[src/rtl/tlc_pkg.sv]
// tlc_pkg: shared types and default constants for the traffic-light
// controller's sensor conditioning logic.
//   sens_state_t : per-channel detector state (IDLE, QUAL, PRESENT, GAP)
//   *_DEF        : default parameter values for the conditioner
//   max_int      : helper used when sizing internal counters
package tlc_pkg;

  typedef enum logic [1:0] {
    IDLE    = 2'd0,
    QUAL    = 2'd1,
    PRESENT = 2'd2,
    GAP     = 2'd3
  } sens_state_t;

  localparam int SYNC_STAGES_DEF  = 2;
  localparam int DEBOUNCE_CNT_DEF = 4;
  localparam int HOLD_CNT_DEF     = 8;
  localparam int STUCK_CNT_DEF    = 1000;
  localparam int CTR_W_DEF        = 8;

  function automatic int max_int(input int a, input int b);
    return (a > b) ? a : b;
  endfunction

endpackage

[src/rtl/sensor_channel.sv]
// sensor_channel: one vehicle-loop detector channel. Synchronises the raw
// line, debounces arrivals, gap-extends departures, flags a stuck-on
// detector and counts vehicles (saturating).
// Ports:
//   clk_i    - system clock, rising edge
//   rst_n_i  - asynchronous active-low reset
//   raw_i    - raw detector line, asynchronous to clk_i
//   clr_i    - synchronous clear of the vehicle counter (wins over increment)
//   pres_o   - conditioned presence, decoded from registered state only
//   fault_o  - detector declared stuck-on
//   cnt_o    - saturating vehicle count
//
// state   | meaning
// --------+--------------------------------------------------------------
// IDLE    | no vehicle; waiting for synchronised input high
// QUAL    | input high, counting toward the debounce threshold
// PRESENT | vehicle present, input high
// GAP     | vehicle present, input dropped; counting toward release
module sensor_channel
  import tlc_pkg::*;
#(
  parameter int SYNC_STAGES  = SYNC_STAGES_DEF,
  parameter int DEBOUNCE_CNT = DEBOUNCE_CNT_DEF,
  parameter int HOLD_CNT     = HOLD_CNT_DEF,
  parameter int STUCK_CNT    = STUCK_CNT_DEF,
  parameter int CTR_W        = CTR_W_DEF
) (
  input  logic             clk_i,
  input  logic             rst_n_i,
  input  logic             raw_i,
  input  logic             clr_i,
  output logic             pres_o,
  output logic             fault_o,
  output logic [CTR_W-1:0] cnt_o
);

  localparam int PH_W = $clog2(max_int(DEBOUNCE_CNT, HOLD_CNT)) + 1;
  localparam int ST_W = $clog2(STUCK_CNT) + 1;

  localparam logic [PH_W-1:0]  DEB_LAST  = PH_W'(DEBOUNCE_CNT - 1);
  localparam logic [PH_W-1:0]  HOLD_LAST = PH_W'(HOLD_CNT - 1);
  localparam logic [ST_W-1:0]  ST_MAX    = ST_W'(STUCK_CNT);
  localparam logic [CTR_W-1:0] CNT_MAX   = '1;

  logic [SYNC_STAGES-1:0] sync_q;
  logic                   s;

  sens_state_t            state_q, state_d;
  logic [PH_W-1:0]        ph_q, ph_d;
  logic [ST_W-1:0]        stuck_q, stuck_d;
  logic                   fault_q, fault_d;
  logic [CTR_W-1:0]       cnt_q, cnt_d;
  logic                   arrive;

  assign s = sync_q[SYNC_STAGES-1];

  always_ff @(posedge clk_i or negedge rst_n_i) begin
    if (!rst_n_i) begin
      sync_q  <= '0;
      state_q <= IDLE;
      ph_q    <= '0;
      stuck_q <= '0;
      fault_q <= 1'b0;
      cnt_q   <= '0;
    end else begin
      sync_q  <= {sync_q[SYNC_STAGES-2:0], raw_i};
      state_q <= state_d;
      ph_q    <= ph_d;
      stuck_q <= stuck_d;
      fault_q <= fault_d;
      cnt_q   <= cnt_d;
    end
  end

  always_comb begin
    state_d = state_q;
    ph_d    = ph_q;
    arrive  = 1'b0;
    case (state_q)
      IDLE: begin
        if (s) begin
          state_d = QUAL;
          ph_d    = PH_W'(1);
        end
      end
      QUAL: begin
        if (!s) begin
          state_d = IDLE;
        end else if (ph_q == DEB_LAST) begin
          state_d = PRESENT;
          arrive  = 1'b1;
        end else begin
          ph_d = ph_q + PH_W'(1);
        end
      end
      PRESENT: begin
        if (!s) begin
          state_d = GAP;
          ph_d    = PH_W'(1);
        end
      end
      GAP: begin
        // Returning to PRESENT from GAP is the same vehicle: no arrive pulse.
        if (s) begin
          state_d = PRESENT;
        end else if (ph_q == HOLD_LAST) begin
          state_d = IDLE;
        end else begin
          ph_d = ph_q + PH_W'(1);
        end
      end
      default: state_d = IDLE;
    endcase
  end

  // Stuck counter saturates at its threshold so a permanently stuck loop
  // cannot wrap it and momentarily un-fault the channel.
  always_comb begin
    stuck_d = '0;
    if (state_q == PRESENT && s) begin
      stuck_d = (stuck_q == ST_MAX) ? stuck_q : stuck_q + ST_W'(1);
    end
  end

  // Fault is sticky and only released on the edge the FSM re-enters IDLE.
  always_comb begin
    fault_d = fault_q | (stuck_d == ST_MAX);
    if (state_d == IDLE) begin
      fault_d = 1'b0;
    end
  end

  always_comb begin
    cnt_d = cnt_q;
    if (clr_i) begin
      cnt_d = '0;
    end else if (arrive && cnt_q != CNT_MAX) begin
      cnt_d = cnt_q + CTR_W'(1);
    end
  end

  assign pres_o  = (state_q == PRESENT || state_q == GAP) && !fault_q;
  assign fault_o = fault_q;
  assign cnt_o   = cnt_q;

endmodule

[src/rtl/traffic_sensor_conditioner.sv]
// traffic_sensor_conditioner: two independent detector channels producing
// the clean Ta/Tb presence levels for the traffic-light FSM, stuck-detector
// flags and saturating per-approach vehicle counts.
// Ports:
//   CLK            - system clock, rising edge
//   RST_N          - asynchronous active-low reset
//   SA_RAW, SB_RAW - raw detector lines for approaches A and B (async)
//   CLR            - synchronous clear of both vehicle counters
//   Ta, Tb         - conditioned presence per approach
//   FAULT_A/B      - detector stuck-on flags
//   CNT_A/B        - saturating vehicle counts
module traffic_sensor_conditioner
  import tlc_pkg::*;
#(
  parameter int SYNC_STAGES  = SYNC_STAGES_DEF,
  parameter int DEBOUNCE_CNT = DEBOUNCE_CNT_DEF,
  parameter int HOLD_CNT     = HOLD_CNT_DEF,
  parameter int STUCK_CNT    = STUCK_CNT_DEF,
  parameter int CTR_W        = CTR_W_DEF
) (
  input  logic             CLK,
  input  logic             RST_N,
  input  logic             SA_RAW,
  input  logic             SB_RAW,
  input  logic             CLR,
  output logic             Ta,
  output logic             Tb,
  output logic             FAULT_A,
  output logic             FAULT_B,
  output logic [CTR_W-1:0] CNT_A,
  output logic [CTR_W-1:0] CNT_B
);

  sensor_channel #(
    .SYNC_STAGES  (SYNC_STAGES),
    .DEBOUNCE_CNT (DEBOUNCE_CNT),
    .HOLD_CNT     (HOLD_CNT),
    .STUCK_CNT    (STUCK_CNT),
    .CTR_W        (CTR_W)
  ) u_chan_a (
    .clk_i   (CLK),
    .rst_n_i (RST_N),
    .raw_i   (SA_RAW),
    .clr_i   (CLR),
    .pres_o  (Ta),
    .fault_o (FAULT_A),
    .cnt_o   (CNT_A)
  );

  sensor_channel #(
    .SYNC_STAGES  (SYNC_STAGES),
    .DEBOUNCE_CNT (DEBOUNCE_CNT),
    .HOLD_CNT     (HOLD_CNT),
    .STUCK_CNT    (STUCK_CNT),
    .CTR_W        (CTR_W)
  ) u_chan_b (
    .clk_i   (CLK),
    .rst_n_i (RST_N),
    .raw_i   (SB_RAW),
    .clr_i   (CLR),
    .pres_o  (Tb),
    .fault_o (FAULT_B),
    .cnt_o   (CNT_B)
  );

endmodule

[config.mk]
export PLATFORM = sky130hd
export DESIGN_NAME = traffic_sensor_conditioner
export DESIGN_NICKNAME = d
export VERILOG_FILES = /design/src/rtl/tlc_pkg.sv /design/src/rtl/sensor_channel.sv /design/src/rtl/traffic_sensor_conditioner.sv
export SDC_FILE = /design/constraint.sdc
export NUM_CORES = 1
export LEC_CHECK = 0
export ABC_AREA = 1
export CORE_ASPECT_RATIO = 0.9
export CORE_UTILIZATION = 47
export CTS_CLUSTER_SIZE = 20
export DETAILED_ROUTE_END_ITERATION = 7
export GPL_TIMING_DRIVEN = 0
export PLACE_DENSITY = 0.68
export SLEW_MARGIN = 15
export SYNTH_ARGS = -nofsm -noshare
export SYNTH_HDL_FRONTEND = slang
export SYNTH_HIERARCHICAL = 1
export SYNTH_SLANG_ARGS = --single-unit
export TNS_END_PERCENT = 50
[constraint.sdc]
create_clock -name CLK -period 1.72 [get_ports CLK]
set_clock_uncertainty 0.15 [all_clocks]
set_input_delay 0.344 -clock CLK [delete_from_list [all_inputs] [get_ports CLK]]
set_output_delay 0.344 -clock CLK [all_outputs]
set_load 0.005 [all_outputs]
==> results.toml <==
[cts]
clk_path_buf_depth = 2
cts_buffers = 5
root_buffer = "clkbuf_8"
clk_pin_slew_ps = 100
htreeDepth = 2
clock_sinks = 56
clk-insertion-delay-late_ps = 310
cts_tree = "built"

[pwr]
power_density_nw_per_um2 = 860.4
p_sw_share_pct = 33.51
finalPower_mw = 3.439
ir_worst_vdd_mv = 0.4729
seqPwrFrac_pct = 46.8
pwr-share-clk_pct = 20.6
p_leak_nw = 2.000
power_frac_comb_pct = 32.6
p_switching_mw = 1.152
p_int_mw = 2.287

[die]
core_area_um2 = 6182
rows = 27
dieArea_um2 = 6762
ios = 25
die_h_um = 78.12
die_w_um = 86.57
initial_core_util_pct = 48.94

[yosys]
synth-seq-area-share_pct = 46.32
yosys_register_bits = 56
syn_area_um2 = 3025
synth_warnings = 6
synth.net_count = 407
ys_types = 25
synthTopCellsByArea = "dfrtp_1 46%, nand2_1 12%, inv_1 7.4%"
syn_area_per_cell_um2 = 7.679
synth_top_area_share_pct = 46.32
yosysTopAreaCell = "dfrtp_1"
syn_inst = 394

[routing]
antenna_left = 0
drt-wirelength-per-cell_um = 11.92
via_per_inst = 5.020
drc = 0
firstDrtPassIters = 4
via_count = 2756
drt_first_iter_violations = 145
drt_wl_total_mm = 6.544

[setup_path]
critPathMaxStageDelay_ps = 460
critPathLaunchType = "flip-flop"
path_class = "flip-flop to flip-flop"
critical_path_peak_fanout = 3
r2r-end = "u_chan_b/fault_o"
worst_ep_required_time_ps = 1800
timing.critical_path.to = "u_chan_b/fault_o"
crit_cells = 10
r2r-start = "u_chan_b/stuck_q[1]"
reg2reg_setup_slack_ps = 10
cp_common_cell = "nand3_1"
cp-startpoint = "u_chan_b/stuck_q[1]"
crit_slowest_cell = "dfrtp_2"
worstPathCellList = "inv_2 -> ha_4 -> nand2_4 -> nor2_4 -> nand4_1 -> nand2_1 -> nand3_1 -> nor2_1 -> nand3_1 -> a21oi_2"
reg2regPathDepth = 10
critPathTopFamily = "simple AND/OR/NAND/NOR gates"
worstSetupEndpointType = "flip-flop"
arrival_ps = 1800
crit_buf_inv = 1

[place]
dpl.hpwl_mm = 4.265
place.gp.congestion = 0.8867
portBuffers = 24

[sta]
rsz0062_at_grt = "yes"
period_minus_slack_ps = 1710
hold_ws_ps = 203.8
clock.fmax_mhz = 584.7
max_slew.worst_pin.slew_ps = 685.8
hold_viol = 0
slew_headroom_pct = 54.28
tns_ps = 0
slew_viol_final = 0
finalSetupViolCount = 0
fin_crit_sh_pct = 99.43

[global_route]
grt_max_degree = 57
grt_first_pass_wirelength_mm = 10.98
grt_overflow = 0
antenna_found_initial = 0
grt_use_total_pct = 20.55
grt_pass1_vias = 2567

[hold_path]
hold_path_class = "flip-flop to flip-flop"

[run]
cap_violations = 0

[cells_and_area]
synthToLayoutAreaGrowth_pct = 32.13
layout-drive-gt1-share_pct = 24.68
insertedDiodeCount = 0
num-fill-cells = 528
fin_nets = 474

[outcome]
outcome = "finished clean"
-- area by class of cell --
class | instances | area [µm²] | area share [%]
repair buffers | 60 | 511.7 | 12.80
multi-input cells | 274 | 1629 | 40.75
well taps | 87 | 108.9 | 2.723
inverters | 62 | 232.7 | 5.822
flip-flops and latches | 56 | 1409 | 35.24
clock buffers | 5 | 68.82 | 1.721
clock inverters | 3 | 18.77 | 0.4695
plain buffers | 2 | 18.77 | 0.4695
-- flip-flops by register name (all words and copies together), names as in the netlist, 2 cells and up --
register and cells:
u_chan_b/sync_q 2, u_chan_b/state_q 2, u_chan_a/sync_q 2, u_chan_a/ph_q 4
u_chan_a/cnt_o 8, u_chan_a/stuck_q 11, u_chan_b/cnt_o 8, u_chan_b/stuck_q 11
u_chan_b/ph_q 4, u_chan_a/state_q 2
-- worst min-delay path by stage --
stage	endpoint	cells past startpoint	startpoint	slack, ps
after floorplan	u_chan_a/cnt_o[0]	0	RST_N	-100
after global routing	u_chan_b/sync_q[1]	0	u_chan_b/sync_q[0]	220
final	u_chan_b/sync_q[1]	0	u_chan_b/sync_q[0]	200
after CTS	u_chan_b/sync_q[1]	0	u_chan_b/sync_q[0]	210
after detailed placement	u_chan_b/sync_q[1]	0	u_chan_b/sync_q[0]	180
after global placement	u_chan_a/sync_q[1]	0	u_chan_a/sync_q[0]	180
-- power by group through the flow --
stage | combinational [mW] | sequential (mW) | clock (mW)
2_1_floorplan | 0.529 | 1.60 | 0
3_3_place_gp | 0.749 | 1.63 | 0
3_5_place_dp | 0.769 | 1.63 | 0
4_1_cts | 0.956 | 1.59 | 0.752
5_1_grt | 1.27 | 1.63 | 0.802
6_report | 1.12 | 1.61 | 0.708
-- synthesized netlist by cell type (all sizes together) --
cell,number
dfrtp,56
o22ai,2
a311oi,2
nand3,38
xor2,6
a21oi,16
nor2,56
nand3b,2
nand2,100
nor3b,2
nor3,10
o21bai,2
o21ai,14
o31ai,2
ha,8
inv,62
a31oi,2
buf,2
nand4,12
-- logic make-up after synthesis --
| family | Yosys count | synth area share (%) |
|---|---|---|
| and+or+nand+nor | 220 | 32.84 |
| buffers and inverters | 64 | 8.189 |
| DFF | 56 | 46.32 |
| AOI/OAI and AO/OA | 40 | 7.610 |
| adders and majority gates | 8 | 3.309 |
| xor gates and xnor gates | 6 | 1.737 |
-- cell usage in the layout, fill, tap and decap left out, types with 7 or more instances in the layout --
cell type / Yosys / final
inv_1: 60 / 54
inv_2: 2 / 8
dlygate4sd2_1: 0 / 12
o21ai_0: 14 / 12
nor2_2: 4 / 15
buf_4: 2 / 37
nor2_1: 50 / 35
dfrtp_1: 56 / 50
a21oi_1: 14 / 14
ha_4: 0 / 7
nand4_1: 12 / 12
nand2_1: 98 / 90
nand3_1: 38 / 32
-- metal layers --
| metal | vias to the layer above | wire length [µm] | GRT usage (%) |
|---|---|---|---|
| met4 | 0 | 107 | 8.000 |
| met5 | - | 0 | 0 |
| li1 | 1396 | - | - |
| met2 | 36 | 3228 | 33.57 |
| met1 | 1314 | 3029 | 26.53 |
| met3 | 10 | 179 | 4.627 |
-- repair_timing --
action / CTS / global route
setup buffers: 17 / 18
gates resized for setup: 33 / 60
hold endpoints to repair: 56 / 0
hold buffers: 1 / 0
endpoints found under the setup margin: 23 / 24
pin swaps: 10 / 33
-- stage by stage --
stage | worst slack [ps] | util, % | cells | cell area, µm²
after floorplan | 54.13 | - | 394 | 3025
after global placement | -1680 | 54.58 | 505 | 3374
after detailed placement | -159.8 | 54.54 | 505 | 3372
after CTS | 2.334 | 59.40 | 531 | 3672
after global routing | -139.8 | 64.66 | 549 | 3998
final | 9.834 | 64.66 | 549 | 3998
No activity file was read; power rests on OpenSTA's default activity.
